$ cat config.mk
export PLATFORM = sky130hd
export DESIGN_NAME = lsu_seq_flat
export DESIGN_NICKNAME = d
export VERILOG_FILES = /design/src/rtl/lsu_seq_if.sv /design/src/rtl/lsu_seq.sv /design/src/flat_wrapper.sv
export SDC_FILE = /design/constraint.sdc
export NUM_CORES = 1
export LEC_CHECK = 0
export BUFFER_PORTS_ARGS = -buffer_cell sky130_fd_sc_hd__buf_2
export CAP_MARGIN = 20
export CORE_ASPECT_RATIO = 0.7
export CORE_MARGIN = 2
export CORE_UTILIZATION = 52
export DETAILED_ROUTE_END_ITERATION = 16
export PLACE_DENSITY = 0.86
export SLEW_MARGIN = 0
export SYNTH_ARGS = -nofsm -noshare
export SYNTH_HDL_FRONTEND = slang
export SYNTH_SLANG_ARGS = --single-unit
export TNS_END_PERCENT = 30
$ cat constraint.sdc
create_clock -name clk -period 6.3 [get_ports clk]
set_clock_uncertainty 0.1 [all_clocks]
set_input_delay 1.26 -clock clk [delete_from_list [all_inputs] [get_ports clk]]
set_output_delay 1.26 -clock clk [all_outputs]
set_load 0.01 [all_outputs]
$ cat src/rtl/lsu_seq_if.sv
// lsu_seq_if: request/response handshake and data-memory port of lsu_seq.
// slave is the LSU side; master is the requester plus memory side.
interface lsu_seq_if #(
  parameter int unsigned XLEN   = 32,
  parameter int unsigned ADDR_W = 32
);
  logic              req_valid;
  logic              req_ready;
  logic              req_write;
  logic [2:0]        req_funct3;
  logic [ADDR_W-1:0] req_adr;
  logic [XLEN-1:0]   req_wdata;
  logic              rsp_valid;
  logic [XLEN-1:0]   rsp_rdata;
  logic              rsp_fault;
  logic              mem_req;
  logic [ADDR_W-1:0] mem_adr;
  logic              mem_we;
  logic [XLEN/8-1:0] mem_be;
  logic [XLEN-1:0]   mem_wdata;
  logic              mem_gnt;
  logic              mem_rvalid;
  logic [XLEN-1:0]   mem_rdata;

  modport master (
    output req_valid, req_write, req_funct3, req_adr, req_wdata,
    output mem_gnt, mem_rvalid, mem_rdata,
    input  req_ready, rsp_valid, rsp_rdata, rsp_fault,
    input  mem_req, mem_adr, mem_we, mem_be, mem_wdata
  );

  modport slave (
    input  req_valid, req_write, req_funct3, req_adr, req_wdata,
    input  mem_gnt, mem_rvalid, mem_rdata,
    output req_ready, rsp_valid, rsp_rdata, rsp_fault,
    output mem_req, mem_adr, mem_we, mem_be, mem_wdata
  );
endinterface

$ cat src/rtl/lsu_seq.sv
// lsu_seq: sequential load/store unit, valid/ready request side, req/gnt/rvalid memory port.
// Define LSU_MISALIGNED_EN to split word-crossing accesses into two beats; otherwise misaligned accesses fault.
module lsu_seq #(
  parameter int unsigned XLEN   = 32,
  parameter int unsigned ADDR_W = 32
) (
  input logic      clk,
  input logic      reset_n,
  lsu_seq_if.slave bus
);
  localparam int unsigned NB   = XLEN / 8;
  localparam int unsigned OFS  = $clog2(NB);
  localparam bit          IS64 = (XLEN == 64);

  typedef logic [NB-1:0]   be_t;
  typedef logic [XLEN-1:0] xw_t;
  typedef enum logic [2:0] {IDLE, BEAT0, WAIT0, BEAT1, WAIT1, RESP} state_t;

  state_t            state_q, state_d;
  logic              wr_q, uns_q, fault_q;
  logic [1:0]        sz_q;
  logic [ADDR_W-1:0] adr_q;
  logic [XLEN-1:0]   wdata_q, rd0_q;

  logic              accept;
  logic [1:0]        in_sz;
  logic [3:0]        in_nb;
  logic [OFS-1:0]    in_o;
  logic              in_legal, in_fault;

  logic [OFS-1:0]    o;
  logic [3:0]        nbytes;
  logic [ADDR_W-1:0] base;
  be_t               be0;
  logic [XLEN-1:0]   wd0, raw, mask, msb, ext;

`ifdef LSU_MISALIGNED_EN
  typedef logic [2*NB-1:0]   be2_t;
  typedef logic [2*XLEN-1:0] dw_t;
  logic              cross_q, in_cross;
  logic [XLEN-1:0]   rd1_q, wd1;
  be_t               be1;
  be2_t              be_w;
  dw_t               wd_w;
`else
  logic              in_misal;
`endif

  assign accept = reset_n && bus.req_valid && (state_q == IDLE);

  // Decode straight from the request so a faulting access can skip the memory beats.
  always_comb begin
    in_sz = bus.req_funct3[1:0];
    in_nb = 4'd1 << in_sz;
    in_o  = bus.req_adr[OFS-1:0];
    if (bus.req_write)
      in_legal = !bus.req_funct3[2] && (IS64 || in_sz != 2'd3);
    else
      in_legal = (bus.req_funct3 != 3'b111) &&
                 (IS64 || (bus.req_funct3 != 3'b011 && bus.req_funct3 != 3'b110));
`ifdef LSU_MISALIGNED_EN
    in_cross = (5'(in_o) + 5'(in_nb)) > 5'(NB);
    in_fault = !in_legal;
`else
    in_misal = (4'(in_o) & (in_nb - 4'd1)) != 4'd0;
    in_fault = !in_legal || in_misal;
`endif
  end

  always_ff @(posedge clk) begin
    if (!reset_n) state_q <= IDLE;
    else          state_q <= state_d;
  end

  always_ff @(posedge clk) begin
    if (accept) begin
      wr_q    <= bus.req_write;
      sz_q    <= in_sz;
      uns_q   <= bus.req_funct3[2];
      fault_q <= in_fault;
      adr_q   <= bus.req_adr;
      wdata_q <= bus.req_wdata;
`ifdef LSU_MISALIGNED_EN
      cross_q <= in_cross;
`endif
    end
    if (state_q == WAIT0 && bus.mem_rvalid && !wr_q) rd0_q <= bus.mem_rdata;
`ifdef LSU_MISALIGNED_EN
    if (state_q == WAIT1 && bus.mem_rvalid && !wr_q) rd1_q <= bus.mem_rdata;
`endif
  end

  // Lane placement; the double-width forms carry the spill-over into the second word.
  always_comb begin
    o      = adr_q[OFS-1:0];
    nbytes = 4'd1 << sz_q;
    base   = {adr_q[ADDR_W-1:OFS], {OFS{1'b0}}};
`ifdef LSU_MISALIGNED_EN
    be_w = ((be2_t'(1) << nbytes) - be2_t'(1)) << o;
    wd_w = dw_t'(wdata_q) << {o, 3'b000};
    be0  = be_w[NB-1:0];
    be1  = be_w[2*NB-1:NB];
    wd0  = wd_w[XLEN-1:0];
    wd1  = wd_w[2*XLEN-1:XLEN];
    raw  = xw_t'({rd1_q, rd0_q} >> {o, 3'b000});
`else
    be0  = ((be_t'(1) << nbytes) - be_t'(1)) << o;
    wd0  = wdata_q << {o, 3'b000};
    raw  = rd0_q >> {o, 3'b000};
`endif
    mask = (xw_t'(1) << {nbytes, 3'b000}) - xw_t'(1);
    msb  = mask & ~(mask >> 1);
    ext  = (raw & mask) | ((!uns_q && |(raw & msb)) ? ~mask : '0);
  end

  always_comb begin
    state_d        = state_q;
    bus.req_ready  = 1'b0;
    bus.rsp_valid  = 1'b0;
    bus.rsp_fault  = 1'b0;
    bus.rsp_rdata  = '0;
    bus.mem_req    = 1'b0;
    bus.mem_we     = 1'b0;
    bus.mem_adr    = '0;
    bus.mem_be     = '0;
    bus.mem_wdata  = '0;
    case (state_q)
      IDLE: begin
        bus.req_ready = 1'b1;
        if (bus.req_valid) state_d = in_fault ? RESP : BEAT0;
      end
      BEAT0: begin
        bus.mem_req   = 1'b1;
        bus.mem_we    = wr_q;
        bus.mem_adr   = base;
        bus.mem_be    = be0;
        bus.mem_wdata = wd0;
        if (bus.mem_gnt) state_d = WAIT0;
      end
      WAIT0: begin
`ifdef LSU_MISALIGNED_EN
        if (bus.mem_rvalid) state_d = cross_q ? BEAT1 : RESP;
`else
        if (bus.mem_rvalid) state_d = RESP;
`endif
      end
`ifdef LSU_MISALIGNED_EN
      BEAT1: begin
        bus.mem_req   = 1'b1;
        bus.mem_we    = wr_q;
        bus.mem_adr   = base + ADDR_W'(NB);
        bus.mem_be    = be1;
        bus.mem_wdata = wd1;
        if (bus.mem_gnt) state_d = WAIT1;
      end
      WAIT1: begin
        if (bus.mem_rvalid) state_d = RESP;
      end
`endif
      RESP: begin
        bus.rsp_valid = 1'b1;
        bus.rsp_fault = fault_q;
        bus.rsp_rdata = (fault_q || wr_q) ? '0 : ext;
        state_d       = IDLE;
      end
      default: state_d = IDLE;
    endcase
  end
endmodule

$ cat src/flat_wrapper.sv
// flat-port wrapper written by rule: the top's interface ports become plain ports
module lsu_seq_flat 
#(
  parameter int unsigned XLEN   = 32,
  parameter int unsigned ADDR_W = 32
)
  (clk, reset_n, bus_req_valid, bus_req_write, bus_req_funct3, bus_req_adr, bus_req_wdata, bus_mem_gnt, bus_mem_rvalid, bus_mem_rdata, bus_req_ready, bus_rsp_valid, bus_rsp_rdata, bus_rsp_fault, bus_mem_req, bus_mem_adr, bus_mem_we, bus_mem_be, bus_mem_wdata);
  lsu_seq_if #(.XLEN(XLEN), .ADDR_W(ADDR_W)) bus_i ();
  input logic clk;
  input logic reset_n;
  input wire logic [$bits(bus_i.req_valid)-1:0] bus_req_valid;
  input wire logic [$bits(bus_i.req_write)-1:0] bus_req_write;
  input wire logic [$bits(bus_i.req_funct3)-1:0] bus_req_funct3;
  input wire logic [$bits(bus_i.req_adr)-1:0] bus_req_adr;
  input wire logic [$bits(bus_i.req_wdata)-1:0] bus_req_wdata;
  input wire logic [$bits(bus_i.mem_gnt)-1:0] bus_mem_gnt;
  input wire logic [$bits(bus_i.mem_rvalid)-1:0] bus_mem_rvalid;
  input wire logic [$bits(bus_i.mem_rdata)-1:0] bus_mem_rdata;
  output wire logic [$bits(bus_i.req_ready)-1:0] bus_req_ready;
  output wire logic [$bits(bus_i.rsp_valid)-1:0] bus_rsp_valid;
  output wire logic [$bits(bus_i.rsp_rdata)-1:0] bus_rsp_rdata;
  output wire logic [$bits(bus_i.rsp_fault)-1:0] bus_rsp_fault;
  output wire logic [$bits(bus_i.mem_req)-1:0] bus_mem_req;
  output wire logic [$bits(bus_i.mem_adr)-1:0] bus_mem_adr;
  output wire logic [$bits(bus_i.mem_we)-1:0] bus_mem_we;
  output wire logic [$bits(bus_i.mem_be)-1:0] bus_mem_be;
  output wire logic [$bits(bus_i.mem_wdata)-1:0] bus_mem_wdata;
  assign bus_i.req_valid = bus_req_valid;
  assign bus_i.req_write = bus_req_write;
  assign bus_i.req_funct3 = bus_req_funct3;
  assign bus_i.req_adr = bus_req_adr;
  assign bus_i.req_wdata = bus_req_wdata;
  assign bus_i.mem_gnt = bus_mem_gnt;
  assign bus_i.mem_rvalid = bus_mem_rvalid;
  assign bus_i.mem_rdata = bus_mem_rdata;
  assign bus_req_ready = bus_i.req_ready;
  assign bus_rsp_valid = bus_i.rsp_valid;
  assign bus_rsp_rdata = bus_i.rsp_rdata;
  assign bus_rsp_fault = bus_i.rsp_fault;
  assign bus_mem_req = bus_i.mem_req;
  assign bus_mem_adr = bus_i.mem_adr;
  assign bus_mem_we = bus_i.mem_we;
  assign bus_mem_be = bus_i.mem_be;
  assign bus_mem_wdata = bus_i.mem_wdata;
  lsu_seq #(.XLEN(XLEN), .ADDR_W(ADDR_W)) u_core (.clk(clk), .reset_n(reset_n), .bus(bus_i));
endmodule
* After elaboration in Yosys (flattened, before gate mapping)
Index checks and enable logic that the tools add are counted.
** Storage, ports and cells
- Input bits :: 105
- Logic and storage cells :: 70
- Register bits :: 104
** Cells by class
- Shift-type cells :: 7
- Reduce and logical (&&, ||, !) cells :: 18
- Add/subtract/negate cells :: 3
- Equal/unequal tests :: 10
- Bitwise logic cells :: 7
- Multiplexer cells :: 17
** Operators with widths (number)
- 32-bit 2-to-1 mux :: 5
- 32-bit bitwise AND :: 3
- 31-bit inverter with 32-bit output :: 1
- 32-bit inverter :: 1
- 32-bit OR :: 1
- 32-bit OR reduction :: 1
- 1-bit by 7-bit left shift with 32-bit output, first input constant :: 1
- 32-bit by 5-bit left shift with 32-bit output :: 1
- 32-bit by 5-bit >> shifter with 32-bit output :: 1
- 32-bit by 1-bit subtractor with 32-bit output, second input constant :: 1
- 3-bit 2-to-1 mux :: 4
- 3-bit case mux with 3 select lines :: 1
- 1-bit logical AND :: 8
- 2-bit inequality test, second input constant :: 4
- 1-bit by 2-bit left shift with 4-bit output, first input constant :: 2
- 4-bit by 1-bit subtractor with 4-bit output, second input constant :: 2
- 1-bit 2-to-1 mux :: 6
- 3-bit inequality test, second input constant :: 2
- 2-bit by 4-bit bitwise AND with 4-bit output :: 1
- 1-bit zero test :: 4
- 4-bit 2-to-1 mux :: 1
- 4-bit nonzero test :: 1
- 1-bit by 4-bit left shift with 4-bit output, first input constant :: 1
- 4-bit by 2-bit left shift with 4-bit output :: 1
- other kinds (7) :: 8

* Longest topological paths before layout
Gate-level depths: netlist (run 1).
- Depth after elaboration :: 12
- Mapped depth :: 9
- Gate-level depth less buffers :: 7

* Worst setup path before layout (run 1)
No wires, ideal clock.
- Path type :: register to output
- Start :: register u_core.sz_q[1]
- End :: output bus_rsp_rdata[11]
- Path buffers :: 1
- Stages on the path, launching flop included :: 8
- Path slack :: 2.666 ns
- Required time :: 4.940 ns
- Arrival :: 2.274 ns
- Cells stage by stage :: edfxtp_1 > buf_2 > nor2_1 > ha_1 > or3_1 > o221ai_1 > o21bai_1 > a211oi_1
** Between the ends
- Cells in the longest elaborated chain, start to end :: 12
- Elaborated cells between the ends (all ways) :: 14
- Classes of those cells :: add/sub: 1; shift: 2; mux: 3; bitwise: 6; reduce/logical: 2
** Ends and longest elaborated chain
- start, declared :: RTL line lsu_seq.sv:21 : logic [1:0] sz_q;
- start signal, assigned :: RTL line lsu_seq.sv:78 : sz_q <= in_sz;
- 1-bit by 2-bit left shift with 4-bit output (*) :: RTL line lsu_seq.sv:96 : nbytes = 4'd1 << sz_q;
- 1-bit by 7-bit left shift with 32-bit output (*) :: RTL line lsu_seq.sv:111 : mask = (xw_t'(1) << {nbytes, 3'b000}) - xw_t'(1);
- 32-bit by 1-bit subtractor with 32-bit output (*) :: RTL line lsu_seq.sv:111
- 31-bit inverter with 32-bit output :: RTL line lsu_seq.sv:112 : msb = mask & ~(mask >> 1);
- 32-bit bitwise AND :: RTL line lsu_seq.sv:112
- 32-bit bitwise AND :: RTL line lsu_seq.sv:113 : ext = (raw & mask) | ((!uns_q && |(raw & msb)) ? ~mask : '0);
- 32-bit OR reduction :: RTL line lsu_seq.sv:113
- 1-bit logical AND :: RTL line lsu_seq.sv:113
- 32-bit 2-to-1 mux :: RTL line lsu_seq.sv:113
- 32-bit OR (*) :: RTL line lsu_seq.sv:113
- 32-bit 2-to-1 mux (*) :: RTL line lsu_seq.sv:163 : bus.rsp_rdata = (fault_q || wr_q) ? '0 : ext;
- 32-bit 2-to-1 mux (*) :: RTL line lsu_seq.sv:127 : case (state_q)
- end, declared :: RTL line flat_wrapper.sv:21 : output wire logic [$bits(bus_i.rsp_rdata)-1:0] bus_rsp_rdata;
Every way passes the cells marked *; elsewhere a longest branch is shown, timed or not.

* Worst setup path in the final report (run 1)
- Start :: register u_core.adr_q[1]
- End :: output bus_rsp_rdata[27]
** Between the ends
- Cells in the longest elaborated chain, start to end :: 8
- Elaborated cells between the ends (all ways) :: 9
- Classes of those cells :: shift: 1; mux: 3; bitwise: 3; reduce/logical: 2
** Ends and longest elaborated chain
- start, declared :: RTL line lsu_seq.sv:22 : logic [ADDR_W-1:0] adr_q;
- start signal, assigned :: RTL line lsu_seq.sv:81 : adr_q <= bus.req_adr;
- 32-bit by 5-bit >> shifter with 32-bit output (*) :: RTL line lsu_seq.sv:109 : raw = rd0_q >> {o, 3'b000};
- 32-bit bitwise AND :: RTL line lsu_seq.sv:113
- 32-bit OR reduction :: RTL line lsu_seq.sv:113
- 1-bit logical AND :: RTL line lsu_seq.sv:113
- 32-bit 2-to-1 mux :: RTL line lsu_seq.sv:113
- 32-bit OR (*) :: RTL line lsu_seq.sv:113
- 32-bit 2-to-1 mux (*) :: RTL line lsu_seq.sv:163
- 32-bit 2-to-1 mux (*) :: RTL line lsu_seq.sv:127
Marked as above.

==> flow_summary.ini, run 1 <==
[clock_network]
h-tree-depth = 3
clock_path_buffers = 2
post_cts_buffers = 0
ctsResizeCount = 0
cts_num_sinks = 104
cts_tree = done
numCtsBuffers = 9
clk_pin_slew_worst_paths_ns = 0.07
clkLatencyLatePin_ns = 0.34
cts-hold-fix-buffers = 0
cts-root-buf = clkbuf_16

[die]
start_util_pct = 54.3
io_pins = 210
num_rows = 29
fp.dieW_um = 121
core_um2 = 9220
die_area_um2 = 10400
die_y_um = 86.1

[hold_path]
holdPathEnd = u_core.state_q[0]
hp-start = u_core.state_q[2]
hold_path.class = reg2reg
min_path_cells = 1

[place]
dp_hpwl_um = 9620
gp_congestion = 0.913
port_buffers = 207
post-place-ws_ns = 2.19
dpl_cell_area_um2 = 6090
placed_cells = 729

[layout]
final_cell_area_um2 = 6380
nFillCells = 706
drive_above_1_share_pct = 37.9
nNetsFinal = 722
final-seq-area_um2 = 3090
finalNonFillerCells = 745
multi_input_area_um2 = 1760
area_growth_pct = 27.6
post-route-util_pct = 69.3

[logic_synthesis]
ys_ff_latch = 104
syn_inst = 420
ys.flop_type = edfxtp_1
yosysTopAreaCell = edfxtp_1
ys_async_sr_fraction_pct = 0
synth_edf_count = 101
avgSynthCellArea_um2 = 11.9
synth_cell_types = 43
synthTopCellsByArea = edfxtp_1 61%, mux2i_1 6.8%, and2_1 5.1%
ys_top_cells_by_count = 101 x edfxtp_1, 61 x nor2_1, 41 x and2_1
yosysSeqAreaShare_pct = 61.8
synth.most_common_cell = edfxtp_1
synth_top_cell_area_share_pct = 60.6
synth_area_um2 = 5000
synth_warnings = 0

[detailed_routing]
viasPerCell = 5.43
routed_wl_um = 13200
drt_iter0_drc = 388
ant_nets = 0
dr.pass1.iters = 5
routed-via-count = 4043
drcViolationCount = 0
routedWlPerCell_um = 17.7

[global_routing]
first_global_vias = 3900
grt_overflow_total = 0
antenna_found_initial = 0
grt_max_degree = 64
grt_pass1_wl_um = 19400
grt_use_total_pct = 24.7

[worst_setup_path]
r2r-end = u_core.state_q[1]
worst-r2r-setup-slack_ns = 4.16
crit_slowest_cell = edfxtp_1
cp_num_buf_inv = 1
critPathMaxStageDelay_ns = 1.05
arrival_ns = 3.14
crit_path_start_kind = flip-flop
worstPathRequired_ns = 4.94
critPathTopFamily = compound AO/OA/AOI/OAI gates
regToRegStartpoint = u_core.state_q[1]
worstRegToRegCells = 5
crit_chain = nor2_1 > a211o_1 > o41ai_4 > nor2_1 > buf_2
crit_fanout = 36
cp-end-kind = primary output
critPathKind = reg2out
crit_path_frequent_cell = nor2_1

[power]
switching_share_pct = 28.6
power.share.sequential_pct = 49.2
p_switching_mw = 0.492
powerDensity_nw_per_um2 = 269
clkPwrFrac_pct = 31.5
p_int_mw = 1.23
power_leakage_nw = 2.84
irDropWorstVdd_uv = 206
combPwrFrac_pct = 19.3

[sta]
setup_tns_ns = 0
max_freq_ghz = 0.222
rsz0062_at_grt = false
hold_viol = 0
worst_slew_pin_slew_ns = 1.05
slew_viol_final = 0
finalSetupViolations = 0
period_share_pct = 71.5
relSlewSlack_pct = 29.7
setup_ws_ns = 1.80
finalCriticalPeriod_ns = 4.50

[status]
status = finished clean

[flow_run]
cap_violations = 0
## cell families after synthesis
| kind of cell | count (synthesis) | share of synthesized area (%) |
|---|---|---|
| and+or+nand+nor | 170 | 17.2 |
| DFF | 104 | 61.8 |
| AOI/OAI and AO/OA | 77 | 10.4 |
| muxes | 35 | 7.03 |
| buffers and inverters | 32 | 3.23 |
| adders and majority gates | 1 | 0.250 |
| other | 1 | 0.0749 |
## power by group through the flow
| stage | combinational (mW) | clock, mW | sequential, mW |
|---|---|---|---|
| floorplan | 0.208 | 0 | 0.849 |
| global placement | 0.322 | 0 | 0.857 |
| detailed placement | 0.332 | 0 | 0.860 |
| CTS | 0.334 | 0.551 | 0.845 |
| global route | 0.363 | 0.570 | 0.851 |
| finish | 0.332 | 0.541 | 0.846 |
## worst reg2reg max path: cells and delay by family, from the launching register on
family / cells / cell delay (ns)
flip-flops: 1 / 0.38
AO/OA/AOI/OAI: 1 / 0.20
buffers and inverters: 1 / 0.65
AND/OR/NAND/NOR: 3 / 0.76
## layout make-up
type	instances	share of cell area, %
Sequential cell	104	48.4
Multi-Input combinational cell	285	27.5
Timing Repair Buffer	212	16.8
Clock buffer	9	3.53
Tap cell	124	2.43
Clock inverter	6	0.999
Inverter	4	0.235
Antenna cell	1	0.0392
## layout by cell type (no fill, tap or decap), types with 3 or more instances in the layout
cell	n
nor2b_1	19
o21ai_0	13
a211oi_1	31
buf_2	207
a21oi_1	21
nand2_1	26
edfxtp_1	101
nand3_1	3
clkbuf_16	9
mux2i_1	34
inv_1	4
and2_1	41
nor2_1	60
dfxtp_1	3
nor3_1	3
buf_4	5
## layer usage
| layer | vias up | track usage, % | share of wire, % |
|---|---|---|---|
| met3 | 27 | 9.04 | 11 |
| met5 | - | 0 | 0 |
| met1 | 1859 | 29.8 | 39 |
| met2 | 237 | 41.1 | 48 |
| li1 | 1920 | - | - |
| met4 | 0 | 8.88 | 2.2 |
## per-stage QoR
step           power [mW]  hold slack [ns]
6_report             1.72            0.478
3_3_place_gp         1.18            0.450
4_1_cts              1.73            0.478
2_1_floorplan        1.06            0.433
5_1_grt              1.78            0.486
3_5_place_dp         1.19            0.469
## sequential cells by signal (all words and copies together), names as in the netlist
| name | flops |
|---|---|
| u_core.fault_q | 1 |
| u_core.sz_q | 2 |
| u_core.adr_q | 32 |
| u_core.state_q | 3 |
| u_core.rd0_q | 32 |
| u_core.uns_q | 1 |
| u_core.wdata_q | 32 |
| u_core.wr_q | 1 |
## worst max-delay path by stage
stage                                   end       startpoint  slack, ns  cells past startpoint
after floorplan           bus_rsp_rdata[11]   u_core.sz_q[1]       2.67                      7
after global placement    bus_rsp_rdata[18]  u_core.adr_q[0]       2.31                      7
after detailed placement  bus_rsp_rdata[18]  u_core.adr_q[1]       2.19                      5
after CTS                 bus_rsp_rdata[18]  u_core.adr_q[1]       1.82                      5
after global routing      bus_rsp_rdata[20]  u_core.adr_q[1]       1.51                      5
final                     bus_rsp_rdata[27]  u_core.adr_q[1]       1.80                      5
(Power assumes the default switching activity.)
==> run 2, diff against run 1 <==
Settings changed: CORE_UTILIZATION 52 to 48, PLACE_DENSITY 0.86 to 0.8.
Clock period 6.3 ns to 4.7 ns, I/O delays scaled along.
==> run 2 against run 1 <==
Total power grew 34%. Global-route usage shrank 2.4 points. Utilization shrank 6.7 points. Final cell count grew 1.3%. First-iteration DRC count shrank 40%. Die area grew 8.0%. Count of clock-buffer cells in the layout grew 1. Hold slack gained 0.011 ns.
==> flow_summary.ini, run 2 (synthesis results as in run 1) <==
[worst_setup_path]
cp-end-kind = primary output
worstPathRequired_ns = 3.66
r2r-end = u_core.adr_q[9]
crit_path_start_kind = flip-flop
startpoint = u_core.sz_q[1]
worst-r2r-setup-slack_ns = 2.35
regToRegStartpoint = u_core.state_q[2]
crit_fanout = 14
crit_end = bus_rsp_rdata[11]
worstRegToRegCells = 3
arrival_ns = 3.01
critPathKind = reg2out

[clock_network]
clkLatencyLatePin_ns = 0.34
cts-hold-fix-buffers = 0
clock_path_buffers = 2
clk_pin_slew_worst_paths_ns = 0.07
cts_num_sinks = 104
cts-root-buf = clkbuf_16
h-tree-depth = 3
numCtsBuffers = 9
ctsResizeCount = 0
post_cts_buffers = 0
cts_tree = done

[global_routing]
first_global_vias = 3758
grt_use_total_pct = 22.2
antenna_found_initial = 0
grt_pass1_wl_um = 19200
grt_overflow_total = 0
grt_max_degree = 55

[die]
num_rows = 31
start_util_pct = 48.9
die_area_um2 = 11300
die_y_um = 89.4
io_pins = 210
fp.dieW_um = 126
core_um2 = 10200

[status]
status = finished clean

[layout]
mostFrequentLayoutCells = 207 x buf_2, 101 x edfxtp_1, 60 x nor2_1, 41 x and2_1, 34 x mux2i_1
nFillCells = 832
nNetsFinal = 724
drive_above_1_share_pct = 38.0
mostFrequentLayoutCell = buf_2
finalNonFillerCells = 755
antenna_cells = 0
reg_top3 = u_core.adr_q: 32 flops, u_core.rd0_q: 32 flops, u_core.wdata_q: 32 flops
area_growth_pct = 28.1

[place]
gp_congestion = 0.935
dp_hpwl_um = 9360
placed_cells = 739
post-place-ws_ns = 1.08
port_buffers = 207

[power]
irDropWorstVdd_uv = 254
power_leakage_nw = 2.86
powerDensity_nw_per_um2 = 360

[detailed_routing]
viasPerCell = 5.37
routed_wl_um = 12800
wl_met1_um = 5240
routedWlPerCell_um = 17.0
top_layer_used = met4
dr.pass1.iters = 4
wl_met3_um = 1190
drt_iter0_drc = 231
ant_nets = 0
routed-via-count = 4057
met2WireLength_um = 6310
drcViolationCount = 0

[sta]
setup_tns_ns = 0
finalCriticalPeriod_ns = 4.05
finalHoldWorstSlack_ns = 0.489
slew_viol_final = 0
hold_viol = 0
rsz0062_at_grt = false
relSlewSlack_pct = 31.5
max_freq_ghz = 0.247
setup_ws_ns = 0.647
finalSetupViolations = 0
worst_slew_pin_slew_ns = 1.03
period_share_pct = 86.2

[hold_path]
hold_path.class = reg2reg

[flow_run]
cap_violations = 0
-- run 2: cell types whose count changed in the layout (fill, tap and decap cells not counted), sizes merged --
cell      before  now
buf          212  214
clkbuf         9   10
clkinv         1    2
clkinvlp       1    0
diode          1    0
-- run 2: report_power, final --
part           switching, mW  internal (mW)  total [mW]
sequential            0.0364           1.10        1.13
clock                  0.353          0.373       0.726
combinational          0.269          0.181       0.450
total                  0.659           1.65        2.31
-- run 2: worst min-delay path by stage --
stage,start,endpoint,depth (start not counted)
3_3_place_gp,u_core.state_q[2],u_core.state_q[0],1
4_1_cts,u_core.state_q[1],u_core.state_q[1],2
5_1_grt,u_core.state_q[2],u_core.state_q[0],1
2_1_floorplan,u_core.state_q[2],u_core.state_q[0],1
3_5_place_dp,u_core.state_q[1],u_core.state_q[1],2
6_report,u_core.state_q[1],u_core.state_q[1],2
-- run 2: metal layers --
| metal | vias up | global-route usage (%) |
|---|---|---|
| met3 | 11 | 7.42 |
| met4 | 0 | 5.59 |
| met5 | - | 0 |
| met2 | 204 | 38.7 |
| met1 | 1919 | 27.3 |
| li1 | 1923 | - |
-- run 2: cell type report --
class	instances	area, um2	area share [%]
clock buffer	10	229	3.57
multi-input combinational	285	1760	27.4
inverter	4	15.0	0.234
sequential	104	3090	48.3
tap	132	165	2.58
clock inverter	6	60.1	0.937
timing repair buffer	214	1090	17.0
-- run 2: stage by stage --
stage / total power [mW] / instance area, um2 / util (%)
after floorplan: 1.42 / 5010 / -
after global placement: 1.59 / 6120 / 59.8
after detailed placement: 1.60 / 6120 / 59.8
after CTS: 2.32 / 6410 / 62.6
after global routing: 2.41 / 6410 / 62.6
final: 2.31 / 6410 / 62.6
-- run 2: worst max-delay path, cell delays in order, from the launching register on --
cell and delay (ns):
edfxtp_1 0.59, nor2_1 0.40, ha_1 0.35, or3_1 0.38
o221ai_1 0.33, o21bai_1 0.13, a211oi_1 0.30, buf_2 0.19
